===== config.mk =====
export PLATFORM = sky130hd
export DESIGN_NAME = mux_16x8_to_16
export DESIGN_NICKNAME = d
export VERILOG_FILES = /design/src/rtl/lc3_pkg.sv /design/src/rtl/mux8_comb.sv /design/src/rtl/mux_16x8_to_16.sv
export SDC_FILE = /design/constraint.sdc
export NUM_CORES = 1
export LEC_CHECK = 0
export BUFFER_PORTS_ARGS = -buffer_cell sky130_fd_sc_hd__buf_2
export CORE_MARGIN = 4
export CORE_UTILIZATION = 29
export CTS_CLUSTER_SIZE = 14
export DETAILED_ROUTE_END_ITERATION = 6
export GPL_TIMING_DRIVEN = 0
export PLACE_DENSITY = 0.75
export SETUP_SLACK_MARGIN = 0.4
export SLEW_MARGIN = 20
export SYNTH_ARGS = -nofsm -noshare
export SYNTH_HDL_FRONTEND = slang
export SYNTH_SLANG_ARGS = --single-unit

===== constraint.sdc =====
create_clock -name clk -period 2.4 [get_ports clk]
set_input_delay 0 -clock clk [delete_from_list [all_inputs] [get_ports clk]]
set_output_delay 0 -clock clk [all_outputs]
set_load 0.02 [all_outputs]

===== src/rtl/lc3_pkg.sv =====
// lc3_pkg: shared LC-3 datapath widths and word type
package lc3_pkg;
  localparam int WORD_W = 16;
  localparam int MUX8_SEL_W = 3;
  typedef logic [WORD_W-1:0] word_t;
endpackage


===== src/rtl/mux8_comb.sv =====
// mux8_comb: combinational 8-way word selector
module mux8_comb
  import lc3_pkg::*;
(
  input  logic [MUX8_SEL_W-1:0] select,
  input  word_t                 in_0,
  input  word_t                 in_1,
  input  word_t                 in_2,
  input  word_t                 in_3,
  input  word_t                 in_4,
  input  word_t                 in_5,
  input  word_t                 in_6,
  input  word_t                 in_7,
  output word_t                 word
);
  word_t words [8];
  assign words = '{in_0, in_1, in_2, in_3, in_4, in_5, in_6, in_7};
  assign word = words[select];
endmodule


===== src/rtl/mux_16x8_to_16.sv =====
// mux_16x8_to_16: registered 8-way 16-bit word selector with sync active-low reset
module mux_16x8_to_16
  import lc3_pkg::*;
(
  input  logic                  clk,
  input  logic                  rst_n,
  input  logic [MUX8_SEL_W-1:0] select,
  input  logic [WORD_W-1:0]     in_0,
  input  logic [WORD_W-1:0]     in_1,
  input  logic [WORD_W-1:0]     in_2,
  input  logic [WORD_W-1:0]     in_3,
  input  logic [WORD_W-1:0]     in_4,
  input  logic [WORD_W-1:0]     in_5,
  input  logic [WORD_W-1:0]     in_6,
  input  logic [WORD_W-1:0]     in_7,
  output logic [WORD_W-1:0]     out
);
  word_t sel_word;
  mux8_comb u_mux (
    .select(select),
    .in_0(in_0),
    .in_1(in_1),
    .in_2(in_2),
    .in_3(in_3),
    .in_4(in_4),
    .in_5(in_5),
    .in_6(in_6),
    .in_7(in_7),
    .word(sel_word)
  );
  always_ff @(posedge clk)
    out <= !rst_n ? '0 : sel_word;
endmodule


### Word level (Yosys, flattened, before mapping)

Index checks and enable logic that the tools add are counted.

| word-level totals | value |
|---|---|
| register bits | 16 |
| output and inout bits | 16 |
| word-level logic and storage cells | 6 |

| operators by class | value |
|---|---|
| $lt $le $gt $ge | 1 |
| mux-type cells | 3 |
| bitwise logic cells | 1 |

Operators with widths:

| operator | count |
|---|---|
| binary-select mux 16 bit (select 3 bit) | 1 |
| two-way mux 16 bit | 2 |
| greater-or-equal comparator 4 bit, second input constant | 1 |
| inverter 3 -> 4 bit | 1 |

### Logic depth before layout (Yosys ltp)

Gate-level depths: netlist (run 1).

| depth | value |
|---|---|
| word-level depth | 4 |
| depth in mapped cells | 6 |
| mapped depth without buffers | 3 |

### By module

Synthesis (run 1) repeated with hierarchy kept, for this count alone.

| unflattened totals | value |
|---|---|
| cells, all modules | 90 |
| area, all modules | 1517.7 um^2 |

By module, submodules not included:

| module | times used | cells an instance | area each (um^2) |
|---|---|---|---|
| mux8_comb | 1 | 57 | 1071.0 |
| mux_16x8_to_16 | 1 | 33 | 446.7 |

### Least setup slack after synthesis (run 1)

Ideal clock, no wire load.

| timing path | value |
|---|---|
| path kind | input -> register |
| from | in select[0] |
| to | reg out[10] |
| setup time | 116 ps |
| arrival time | 954 ps |
| data required time | 2284 ps |
| setup slack | 1330 ps |
| cell stages on the path | 4 |
| path through | buf_6 > buf_12 > mux4_2 > o211a_1 |

| between the ends | value |
|---|---|
| longest elaborated chain between the ends | 4 |

Ends and longest elaborated chain:

| item | RTL line | text |
|---|---|---|
| start, declared | mux_16x8_to_16.sv:7 | `input logic [MUX8_SEL_W-1:0] select,` |
| inverter 3 -> 4 bit (not written as such) | mux8_comb.sv:18 | `assign word = words[select];` |
| binary-select mux 16 bit (select 3 bit) | mux8_comb.sv:18 |  |
| two-way mux 16 bit (not written as such) (2 in a row) | mux8_comb.sv:18 |  |
| end signal, assigned | mux_16x8_to_16.sv:32 | `out <= !rst_n ? '0 : sel_word;` |
| end, declared | mux_16x8_to_16.sv:16 | `output logic [WORD_W-1:0] out` |

No other way between the ends. The select of a mux whose other input is x is not followed.
A chain may end at the register's enable or synchronous reset.

### Final worst setup path (run 1)

| timing path | value |
|---|---|
| from | in select[1] |
| to | reg out[2] |

The elaborated chain is that of the path after synthesis.

==> run metrics, run 1 <==
CTS Sinks 16; power per cell area about 370 mW/mm²; Clock Power Share a little under a quarter; TNS Setup 0 ps; Peak VDD IR 0.154 mV; post-cts sizing count 0; largest register by flop count out; Synth Warn # 0; Chip Width 77.5 µm; Setup CP Type input pin to flop; final hold violations 0; Int Pwr about 0.00059 W; drt total wl 5.32 mm; CTS Hold Buffers Added 0; number of flops mapped to enable cells by yosys 0; max cap viols 0; number of global-route vias before repair 1691; HP Class input pin to flop; I/O Buffers 144; DRT iter0 DRCs 37; num rows 25; H-tree level count 1; Unique masters post-synth 15; global-route wire length before repair about 8 mm; Yosys top cell by area dfxtp_1; Post-Synthesis Cell Area 0.00140 mm²; Setup crit end kind flop; Critical Path AT around 1100 ps; max reg flops 16; gpl congestion a little over 0.8; DRT antenna net count 0; CTS root buf clkbuf_8; core area around 0.0047 mm²; DRC violations left 0; register area share after synthesis 22.8%; Final Non-Filler Cells about 310; sequential power share 35.3%; HPWL after DPL roughly 4.6 mm; DIE AREA 0.00601 mm²; Avg Inst Size Synth roughly 12 µm²; io pins between 100 and 150; GRT Util Overall between 10% and 20%; worst-path maximum fanout 10; measured slew at the worst slew-check pin around 640 ps; RSZ-0062 raised after global routing false; DP Cell Count around 310; TritonCTS clock tree done; P_leak around 1.3 nW; die extent in y 77.5 µm; CP required 2540 ps; ranking of synthesized cells by area dfxtp_1, mux2i_1, mux4_2, o211a_1, a22oi_1; area delta synth->final 59.1%; nets approximately 400; main flop type after synthesis dfxtp_1; minimum clock period after layout 982 ps; share of layout cells above drive strength 1 between 60 and 70%; share of flip-flops with an asynchronous set or reset 0%; syn_nets 246; Comb power frac between 40% and 50%; global route total overflow 0; Final period util around two fifths; Vias ~1600; WL/cell 16.9 µm; starting density of the core between 20% and 30%; Core Util, Final a little under half; total iterations of the first detailed-routing run 4; Final Max Tran Viols 0; Fmax just over 1000 MHz; Vias per Instance between 4 and 5; synth cell count leaders mux2i_1, a22oi_1, dfxtp_1, o211a_1, mux4_2; post-synth top area share roughly 23%; Post-CTS Repair Setup Buffers 0; initial antenna violation count 0; Max clock buf depth 2; status complete, no violations; final setup fails 0; Antenna diodes 0; Syn Inst Count 113; Slew Limit Headroom roughly 58%; Critical Path Source Type input pin; largest net degree at the start of global routing 11; switching power roughly 0.00024 W; sw frac about 29%; most numerous cell in the Yosys netlist mux2i_1; biggest regs out (16); CTS buffer count 3; Yosys reg bits 16; clock slew at reported path FFs around 60 ps
routing by layer:
layer  GRT usage [%]  vias to the layer above  wire (µm)
met4            6.41                        0        124
met2            31.7                       70       2790
met3            4.18                       12        391
met1            19.0                      715       2010
li1                -                      766          -
met5               0                        -          0
worst max-delay path, cell delays in order:
cell	delay, ps
buf_2	160
nor2b_1	140
clkbuf_1	260
buf_2	280
a22oi_1	140
o211a_1	150
power groups by stage:
stage,logic [W],clock network [W],registers [W]
floorplan,0.000159,0,0.000334
CTS,0.000350,0.000202,0.000295
global route,0.000377,0.000209,0.000297
detailed placement,0.000349,0,0.000300
global placement,0.000342,0,0.000300
finish,0.000345,0.000197,0.000295
cell type report:
type                            instances  area [µm²]
Fill cell                             487        2460
Multi-Input combinational cell         82         985
Timing Repair Buffer                  144         721
Sequential cell                        16         320
Buffer                                 15        97.6
Tap cell                               54        67.6
Clock buffer                            3        41.3
per-stage QoR:
stage          power, W  hold slack [ps]  worst slack [ps]  area [µm²]
2_1_floorplan  0.000493              301              1330        1400
3_3_place_gp   0.000642              349              1160        2190
3_5_place_dp   0.000650              353              1140        2190
4_1_cts        0.000847             99.0              1400        2230
5_1_grt        0.000883              118              1270        2230
6_report       0.000837             92.4              1420        2230
kinds of logic (layout without fill, tap and decap cells):
logic type             after synthesis  after routing  synth area share, %
AO/OA/AOI/OAI                       32             32                 20.0
flip-flops                          16             16                 22.8
multiplexers                        48             48                 49.3
buffers and inverters               15            162                 6.96
AND/OR/NAND/NOR                      2              2                0.893
cell usage in the layout (no fill, tap or decap):
| cell | count |
|---|---|
| and2_1 | 1 |
| buf_4 | 3 |
| clkbuf_1 | 4 |
| mux4_1 | 3 |
| clkbuf_8 | 3 |
| buf_12 | 1 |
| mux4_2 | 13 |
| o211a_1 | 16 |
| mux2i_1 | 32 |
| dfxtp_1 | 16 |
| nor2b_1 | 1 |
| buf_6 | 1 |
| buf_2 | 148 |
| clkbuf_2 | 1 |
| buf_1 | 1 |
| a22oi_1 | 16 |
worst paths after layout:
| check | startpoint | to | cells past startpoint |
|---|---|---|---|
| max | select[1] | out[2]$_SDFF_PN0_ | 6 |
| min | rst_n | out[13]$_SDFF_PN0_ | 2 |
(Power assumes the default switching activity.)
==> run 2: changes to the inputs <==
--- a/config.mk
+++ b/config.mk
@@ -5,13 +5,14 @@
 export SDC_FILE = /design/constraint.sdc
 export NUM_CORES = 1
 export LEC_CHECK = 0
+export ABC_AREA = 1
 export BUFFER_PORTS_ARGS = -buffer_cell sky130_fd_sc_hd__buf_2
 export CORE_MARGIN = 4
 export CORE_UTILIZATION = 29
 export CTS_CLUSTER_SIZE = 14
 export DETAILED_ROUTE_END_ITERATION = 6
 export GPL_TIMING_DRIVEN = 0
-export PLACE_DENSITY = 0.75
+export PLACE_DENSITY = 0.68
 export SETUP_SLACK_MARGIN = 0.4
 export SLEW_MARGIN = 20
 export SYNTH_ARGS = -nofsm -noshare
==> constraint.sdc (replaced) <==
create_clock -name clk -period 0.9 [get_ports clk]
set_input_delay 0 -clock clk [delete_from_list [all_inputs] [get_ports clk]]
set_output_delay 0 -clock clk [all_outputs]
set_load 0.02 [all_outputs]
==> run 2 against run 1 <==
  * Count of clock-buffer cells in the layout is the same
  * Global-route usage grew 1.6 points
  * Critical path depth rose by 2
  * Routed wire length grew 63%
  * Sequential share of layout area down 5.7 points
  * Core utilization grew 9.0 points
  * First-iteration DRC count rose to 3.6 times the previous value
  * Clock power increased to 2.7 times the previous value
  * Highest routed layer unchanged
==> run metrics, run 2 <==
minimum clock period after layout 708 ps; DRT antenna net count 0 (unchanged); drt total wl 8.66 mm (was 5.32 mm); synth cell count leaders nand2_1, inv_1, nand3_1, nor2_1, dfxtp_1 (was mux2i_1, a22oi_1, dfxtp_1, o211a_1, mux4_2); num rows 30 (was 25); Vias 3085 (was 1563); ranking of synthesized cells by area nand2_1, inv_1, nand3_1, dfxtp_1, nor2_1 (was dfxtp_1, mux2i_1, mux4_2, o211a_1, a22oi_1); power per cell area 773 mW/mm² (was 375 mW/mm²); I/O Buffers 146 (was 144); Antenna diodes 0 (unchanged); Synth Warn # 0 (unchanged); Syn Inst Count 443 (was 113); clock slew at reported path FFs 70 ps (was 60 ps); WL/cell 12.3 µm (was 16.9 µm); Setup crit end kind flop (unchanged); Chip Width 93.6 µm (was 77.5 µm); biggest regs out (16) (unchanged); CP required 1030 ps (was 2540 ps); Sequential cell area 340 µm² (was 320 µm²); TNS Setup 0 ps (unchanged); Area after DPL 0.00304 mm² (was 0.00219 mm²); total iterations of the first detailed-routing run 4 (unchanged); Avg Inst Size Synth 4.80 µm² (was 12.4 µm²); Yosys reg bits 16 (unchanged); register area share after synthesis 15.1% (was 22.8%); gpl congestion 0.818 (was 0.821); HPWL after DPL 6.35 mm (was 4.59 mm); die extent in y 93.6 µm (was 77.5 µm); Critical Path Source Type input pin (unchanged); Setup CP Type input pin to flop (unchanged); post-synth top area share 28.2% (was 22.8%); share of flip-flops with an asynchronous set or reset 0% (unchanged); Peak VDD IR 0.444 mV (was 0.154 mV); P_leak 2.55 nW (was 1.28 nW); most frequent cells in the layout buf_2, nand2_1, inv_1 (was buf_2, mux2i_1, a22oi_1, o211a_1, dfxtp_1); final hold violations 0 (unchanged); Final Max Tran Viols 0 (unchanged); syn_nets 576 (was 246); GRT Util Overall 18.8% (was 17.2%); H-tree level count 1 (unchanged); CTS buffer count 3 (unchanged); starting density of the core 30.6% (was 29.9%); DIE AREA 0.00877 mm² (was 0.00601 mm²); max reg flops 16 (unchanged); DRT iter0 DRCs 132 (was 37); share of layout cells above drive strength 1 46.1% (was 65.4%); Fmax approximately 1400 MHz; DRC violations left 0 (unchanged); io pins 149 (unchanged); Final Cell Area 0.00393 mm² (was 0.00223 mm²); Hold Slack 79.6 ps (was 92.4 ps); final setup fails 0 (unchanged); CTS root buf clkbuf_8 (unchanged); worst-path maximum fanout 5 (was 10); Slew Limit Headroom 67.1% (was 57.6%); Core Util, Final 56.6% (was 47.6%); Yosys top cell by area nand2_1 (was dfxtp_1); largest net degree at the start of global routing 14 (was 11); global-route wire length before repair 13.4 mm (was 8.07 mm); area delta synth->final 84.6% (was 59.1%); measured slew at the worst slew-check pin 493 ps (was 637 ps); hold depth 3 (was 2); number of flops mapped to enable cells by yosys 0 (unchanged); core area 0.00694 mm² (was 0.00469 mm²); status complete, no violations (unchanged); nets 742 (was 395); largest register by flop count out (unchanged); CTS Sinks 16 (unchanged); Multi-input gate area 0.00147 mm² (was 985 µm²); max cap viols 0 (unchanged); Critical Path AT 840 ps (was 1130 ps); number of global-route vias before repair 3018 (was 1691); Max clock buf depth 2 (unchanged); RSZ-0062 raised after global routing true (was false); most numerous cell in the Yosys netlist nand2_1 (was mux2i_1); Post-Synthesis Cell Area 0.00213 mm² (was 0.00140 mm²); Unique masters post-synth 11 (was 15); initial antenna violation count 0 (unchanged); Final period util 78.7%; TritonCTS clock tree done (unchanged); Vias per Instance 4.39 (was 4.98); most common cell after layout, fill and taps aside buf_2 (unchanged); global route total overflow 0 (unchanged); main flop type after synthesis dfxtp_1 (unchanged); HP Class input pin to flop (unchanged); fillers 718 (was 487)
==> run 2: kinds of logic (layout without fill, tap and decap cells) <==
logic type / count (synthesis) / after routing / synth area share (%)
buf+inv: 155 / 319 / 32.2
flops: 16 / 16 / 15.1
simple gates: 272 / 272 / 52.7
==> run 2: worst paths after layout <==
check  startpoint            endpoint
max     select[0]   out[8]$_SDFF_PN0_
min         rst_n  out[12]$_SDFF_PN0_
==> run 2: cell type report <==
class / count / share of cell area [%]
timing repair buffer: 161 / 29.4
clock buffer: 3 / 1.05
inverter: 130 / 12.9
buffer: 25 / 7.49
sequential: 16 / 8.67
tap: 96 / 3.06
multi-input combinational: 272 / 37.5
==> run 2: metrics by stage <==
step                      std cells  power [W]  setup slack [ps]
after CTS                       702    0.00300               200
after floorplan                 443    0.00153               292
final                           703    0.00303               192
after detailed placement        685    0.00203             -64.5
after global routing            703    0.00324               168
after global placement          685    0.00202             -69.6
==> run 2: worst max-delay path, cell delays in order <==
cell,delay (ps)
buf_12,130
buf_12,150
buf_8,120
nand2_1,60
nand3_1,70
nand2_1,80
nor2_1,150
nor2_1,60
==> run 2: timing repair <==
item / 4_1_cts / 5_1_grt
gates cloned: 11 / 0
resized for setup: 143 / 20
endpoints found under the setup margin: 32 / 32
hold buffers: 0 / 0
pin swaps: 72 / 29
buffers inserted: 3 / 1
==> run 2: power breakdown <==
| part | switching (W) | total [W] | internal (W) |
|---|---|---|---|
| sequential | 0.0000320 | 0.000816 | 0.000784 |
| combinational | 0.000833 | 0.00168 | 0.000850 |
| clock | 0.000239 | 0.000535 | 0.000296 |
| total | 0.00110 | 0.00303 | 0.00193 |
==> run 2: layer usage <==
layer / vias up / GRT usage, % / share of wire [%]
met3: 17 / 2.01 / 6.5
met1: 1349 / 23.5 / 42
li1: 1590 / - / -
met2: 129 / 34.1 / 49
met5: - / 0 / 0
met4: 0 / 4.93 / 1.8
